**config.mk**
```make
export PLATFORM = sky130hd
export DESIGN_NAME = div16s8_seq
export DESIGN_NICKNAME = d
export VERILOG_FILES = /design/src/rtl/div16s8_seq.sv
export SDC_FILE = /design/constraint.sdc
export NUM_CORES = 1
export LEC_CHECK = 0
export CAP_MARGIN = 20
export CELL_PAD_IN_SITES_DETAIL_PLACEMENT = 1
export CELL_PAD_IN_SITES_GLOBAL_PLACEMENT = 1
export CORE_MARGIN = 10
export CORE_UTILIZATION = 40
export CTS_CLUSTER_SIZE = 28
export DETAILED_ROUTE_END_ITERATION = 10
export PLACE_DENSITY = 0.86
export SLEW_MARGIN = 40
export SYNTH_ARGS = -nofsm -noshare
export SYNTH_HDL_FRONTEND = slang
export SYNTH_SLANG_ARGS = --single-unit
```
**constraint.sdc**
```tcl
create_clock -name clk -period 2.7 [get_ports clk]
set_input_delay 0.27 -clock clk [delete_from_list [all_inputs] [get_ports clk]]
set_output_delay 0.27 -clock clk [all_outputs]
set_load 0.01 [all_outputs]
```
**src/rtl/div16s8_seq.sv**
```systemverilog
// Sequential 16/8 signed divider, radix-2 non-restoring on magnitudes.
// Define DIV16S8_ROUND_EN for round-to-nearest (ties away from zero).
module div16s8_seq #(
  parameter int ITER_PER_CYCLE = 1
) (
  input  logic        clk,
  input  logic        rst_n,
  input  logic        in_valid,
  output logic        in_ready,
  input  logic [15:0] dividend,
  input  logic [7:0]  divisor,
  output logic        out_valid,
  input  logic        out_ready,
  output logic [15:0] quotient,
  output logic [7:0]  remainder,
  output logic        div_zero,
  output logic        ovf
);

  localparam int LAT   = 16 / ITER_PER_CYCLE + 2;
  localparam int NSTEP = LAT - 2;

  if (!(ITER_PER_CYCLE == 1 ||
        ITER_PER_CYCLE == 2 ||
        ITER_PER_CYCLE == 4)) begin : g_bad_ipc
    $error("ITER_PER_CYCLE must be 1, 2 or 4");
  end

  typedef enum logic [1:0] {
    S_IDLE,
    S_CALC,
    S_FIX,
    S_DONE
  } state_t;

  state_t      r_state;
  state_t      w_next;

  logic [4:0]  r_cnt;
  logic [15:0] r_dvd;
  logic [15:0] r_q;
  logic [8:0]  r_p;
  logic [8:0]  r_d;
  logic        r_sn_a;
  logic        r_sn_b;
  logic        r_dz;
  logic        r_min_m1;
  logic [7:0]  r_dvd_lo;

  logic [15:0] w_amag;
  logic [8:0]  w_bext;
  logic [8:0]  w_bmag;

  logic [8:0]  w_p;
  logic [8:0]  w_sh;
  logic [15:0] w_q;
  logic [15:0] w_dvd;

  logic [15:0] w_qmag;
  logic [7:0]  w_rmag;
  logic [15:0] w_qs;
  logic [7:0]  w_rs;
  logic        w_up;

  always_comb begin
    w_amag = dividend[15] ? -dividend : dividend;
    w_bext = {divisor[7], divisor};
    w_bmag = divisor[7] ? -w_bext : w_bext;
  end

  // P stays in [-D, D): the 9-bit shift cannot overflow
  always_comb begin
    w_p   = r_p;
    w_q   = r_q;
    w_dvd = r_dvd;
    w_sh  = '0;
    for (int i = 0; i < ITER_PER_CYCLE; i++) begin
      w_sh  = {w_p[7:0], w_dvd[15]};
      w_p   = w_p[8] ? w_sh + r_d : w_sh - r_d;
      w_q   = {w_q[14:0], ~w_p[8]};
      w_dvd = {w_dvd[14:0], 1'b0};
    end
  end

  always_comb begin
    w_qmag = r_q;
    w_rmag = r_p[8] ? 8'(r_p + r_d) : r_p[7:0];
    w_up   = 1'b0;
`ifdef DIV16S8_ROUND_EN
    w_up = ({w_rmag, 1'b0} >= r_d);
    if (w_up) begin
      w_qmag = r_q + 16'd1;
      w_rmag = w_rmag - r_d[7:0];
    end
`endif
    w_qs = (r_sn_a ^ r_sn_b) ? -w_qmag : w_qmag;
    w_rs = r_sn_a ? -w_rmag : w_rmag;
  end

  always_comb begin
    w_next    = r_state;
    in_ready  = 1'b0;
    out_valid = 1'b0;
    unique case (r_state)
      S_IDLE: begin
        in_ready = 1'b1;
        if (in_valid) w_next = S_CALC;
      end
      S_CALC: begin
        if (r_cnt == 5'(NSTEP - 1))
          w_next = S_FIX;
      end
      S_FIX: w_next = S_DONE;
      S_DONE: begin
        out_valid = 1'b1;
        if (out_ready) w_next = S_IDLE;
      end
      default: w_next = S_IDLE;
    endcase
  end

  always_ff @(posedge clk or negedge rst_n) begin
    if (!rst_n) begin
      r_state   <= S_IDLE;
      r_cnt     <= '0;
      r_dvd     <= '0;
      r_q       <= '0;
      r_p       <= '0;
      r_d       <= '0;
      r_sn_a    <= 1'b0;
      r_sn_b    <= 1'b0;
      r_dz      <= 1'b0;
      r_min_m1  <= 1'b0;
      r_dvd_lo  <= '0;
      quotient  <= '0;
      remainder <= '0;
      div_zero  <= 1'b0;
      ovf       <= 1'b0;
    end else begin
      r_state <= w_next;
      unique case (r_state)
        S_IDLE: begin
          if (in_valid) begin
            r_dvd    <= w_amag;
            r_d      <= w_bmag;
            r_sn_a   <= dividend[15];
            r_sn_b   <= divisor[7];
            r_dz     <= (divisor == 8'h00);
            r_min_m1 <= (dividend == 16'h8000) &&
                        (divisor == 8'hFF);
            r_dvd_lo <= dividend[7:0];
            r_p      <= '0;
            r_q      <= '0;
            r_cnt    <= '0;
          end
        end
        S_CALC: begin
          r_p   <= w_p;
          r_q   <= w_q;
          r_dvd <= w_dvd;
          r_cnt <= r_cnt + 5'd1;
        end
        S_FIX: begin
          if (r_dz) begin
            quotient  <= r_sn_a ? 16'h8000 : 16'h7FFF;
            remainder <= r_dvd_lo;
            div_zero  <= 1'b1;
            ovf       <= 1'b0;
          end else if (r_min_m1) begin
            quotient  <= 16'h7FFF;
            remainder <= 8'h00;
            div_zero  <= 1'b0;
            ovf       <= 1'b1;
          end else begin
            quotient  <= w_qs;
            remainder <= w_rs;
            div_zero  <= 1'b0;
            ovf       <= 1'b0;
          end
        end
        default: ;
      endcase
    end
  end

endmodule
```
==> metrics.cfg <==
[grt]
grt_max_degree = 54
grt_pass1_wl_um = 26300
grtUsageTotal_pct = 16.3
grt_busiest_layer = met2
antenna_found_initial = 0
grtUsageMet1_pct = 19.5
gr-usage-met2_pct = 27.6
met3_usage_pct = 3.70
grt.overflow.total = 0
first_global_vias = 5210

[synthesis]
synth.avg_cell_area_um2 = 9.39
ys_warn_count = 0
synth_cells = 600
yosysSeqAreaShare_pct = 42.2
synth_top_cell_area_share_pct = 42.2
netlist_area_um2 = 5630
synthArstFlopShare_pct = 100
yosys.area.top_type = dfrtp_1
yosysMostFrequentCell = dfrtp_1
yosysUniqueCellTypes = 59
synth_edf_count = 0
ys_top_cells_by_area = dfrtp_1 42%, ha_1 6.0%, a22o_1 4.8%
syn_nets = 657
synthFlopType = dfrtp_1
yosys_register_bits = 95
synth_common_cells = 95 x dfrtp_1, 70 x nand2_1, 43 x o21ai_0

[timing]
slew_headroom_pct = 48.4
finalCritPeriodShare_pct = 95.3
fin_skew_ns = 0.0108
tightest_slew_ns = 0.769
final_max_slew_viol_count = 0
max_freq_mhz = 389
setup_viol = 0
min_period_ns = 2.57
fin_worst_hold_slack_ns = 0.482
hold_viol_final = 0

[cts]
cts_sinks = 95
cts_buffer_depth = 2
numCtsBuffers = 9
htreeDepth = 3
clk_latency_ns = 0.36
cts.clk_slew.worst_paths_ns = 0.07
cts_root_buffer = clkbuf_16
cts_tree = done
post_cts_buffers = 0

[status]
outcome = complete, no violations

[critical_path]
arrival_ns = 2.86
worstSetupPathType = reg -> reg
cp.required_ns = 2.99
critPathLaunchType = flop
crit_path_end_kind = flop
cp_max_fo = 6

[floorplanning]
io_pins = 56
rows = 43
fp.dieW_um = 139
die_area_um2 = 19200
start_util_pct = 40.7
die_h_um = 139
core_area_um2 = 13800

[run]
cap_violations = 0

[layout]
nNetsFinal = 713
antennaDiodeCount = 0
seqCellArea_um2 = 2380
multi_input_area_um2 = 3110
utilization_pct = 49.3
fillers = 1566
drive_gt1_share_pct = 10.1
area_growth_pct = 20.9

[drt]
wl_per_cell_um = 18.5
viasPerCell = 5.71
wl_um = 15500
vias = 4800
drc = 0
ant_nets = 0
first_pass_iters = 4
first_iter_violations = 312

[power]
power.leakage_nw = 3.04
power.density_nw_per_um2 = 1240
peakVddDrop_mv = 0.502

[placement]
dp_hpwl_um = 11800
port_buffers = 55
finalWeightedCongestion = 0.900

[hold_path]
hold_path.class = reg -> reg

==> critical path, cell delays in order, from the launching register on <==
cell and delay, ns:
dfrtp_2 0.41, inv_1 0.06, ha_1 0.28, mux2_2 0.28, ha_1 0.28, a21o_1 0.11
a21o_1 0.14, a21o_1 0.12, a21o_1 0.14, a21oi_1 0.09, or4b_1 0.51, nand3_1 0.09
==> kinds of logic after synthesis <==
kind of cell    count (synthesis)  share of synthesized area (%)
simple gates                  174                           14.6
xor+xnor                       53                           8.48
compound gates                171                           20.1
flops                          95                           42.2
buf+inv                        56                           3.78
fa+ha+maj                      29                           6.71
mux                            22                           4.18
==> power by group <==
part | internal (mW) | switching (mW) | leakage (nW)
sequential | 1.93 | 0.477 | 1.23
clock | 0.634 | 0.585 | 0.131
combinational | 2.15 | 2.68 | 1.68
total | 4.71 | 3.74 | 3.04
==> repair_timing <==
| action | 4_1_cts | 5_1_grt |
|---|---|---|
| setup endpoints to repair | 1 | 9 |
| gates resized for setup | 4 | 10 |
| hold buffers | 1 | 0 |
| pin swaps | 2 | 3 |
| hold endpoints to repair | 52 | 0 |
==> placed cells by master (no fill, tap or decap), drive strengths merged, types with 2 or more instances in the layout <==
| master | netlist | routed |
|---|---|---|
| dfrtp | 95 | 95 |
| nand2 | 70 | 70 |
| o21ai | 67 | 67 |
| clkdlybuf4s50 | 0 | 54 |
| nor2 | 42 | 42 |
| a22o | 31 | 31 |
| inv | 28 | 31 |
| xor2 | 30 | 30 |
| a21oi | 29 | 29 |
| ha | 27 | 27 |
| xnor2 | 22 | 22 |
| buf | 4 | 18 |
| mux2 | 12 | 12 |
| clkbuf | 24 | 11 |
| o31ai | 11 | 11 |
| mux2i | 10 | 10 |
| nor3 | 10 | 10 |
| nand3 | 9 | 9 |
| nand2b | 7 | 7 |
| or4 | 5 | 5 |
| or3 | 5 | 5 |
| a21o | 5 | 5 |
| o41ai | 5 | 5 |
| a31oi | 5 | 5 |
| nor4 | 5 | 5 |
| nor2b | 4 | 4 |
| nor3b | 4 | 4 |
| nand3b | 3 | 3 |
| and2 | 3 | 3 |
| a211oi | 3 | 3 |
| a221oi | 2 | 2 |
| o22ai | 2 | 2 |
| or2 | 2 | 2 |
| a21boi | 2 | 2 |
| o221ai | 2 | 2 |
| fa | 2 | 2 |
==> through the flow <==
| stage | total power, mW | instance area, um^2 | setup TNS [ns] | instances | setup WS [ns] |
|---|---|---|---|---|---|
| finish | 8.45 | 6810 | 0 | 841 | 0.127 |
| global route | 9.18 | 6810 | -0.0114 | 841 | -0.00634 |
| CTS | 8.42 | 6770 | 0 | 841 | 0.0233 |
| detailed placement | 7.13 | 6470 | -0.0605 | 824 | -0.0605 |
| global placement | 6.70 | 6440 | 0 | 823 | 0.0841 |
| floorplan | 5.56 | 5630 | 0 | 600 | 0.0805 |
==> registers in the layout (all words and copies together) (netlist names), 2 cells and up <==
register	count
remainder	8
r_dvd	16
r_q	16
quotient	16
r_state	2
r_dvd_lo	8
r_p	9
r_cnt	5
r_d	9
==> worst paths after layout <==
kind / from / to / slack, ns / cells after the start
worst max register to register: r_d[0] / r_p[7] / 0.13 / 11
max in group asynchronous: rst_n / quotient[10] / 1.51 / 3
worst max-delay path: r_d[0] / r_p[7] / 0.13 / 11
worst min-delay path: remainder[3] / remainder[3] / 0.48 / 1
worst min register to register: remainder[3] / remainder[3] / 0.48 / 1
min in group asynchronous: rst_n / r_dvd[15] / 0.50 / 2
==> area by class of cell <==
class                   count  area share, %
clock buffers              11           3.42
clock inverters             5          0.570
inverters                  28           1.54
multi-input cells         449           45.7
flip-flops and latches     95           34.9
well taps                 180           3.31
repair buffers             73           10.5
==> per-layer routing <==
layer	wire, um	up-vias
li1	-	2247
met1	7030	2449
met2	7570	86
met3	681	18
met4	259	0
met5	0	-
Power figures use the tool's default switching activity.
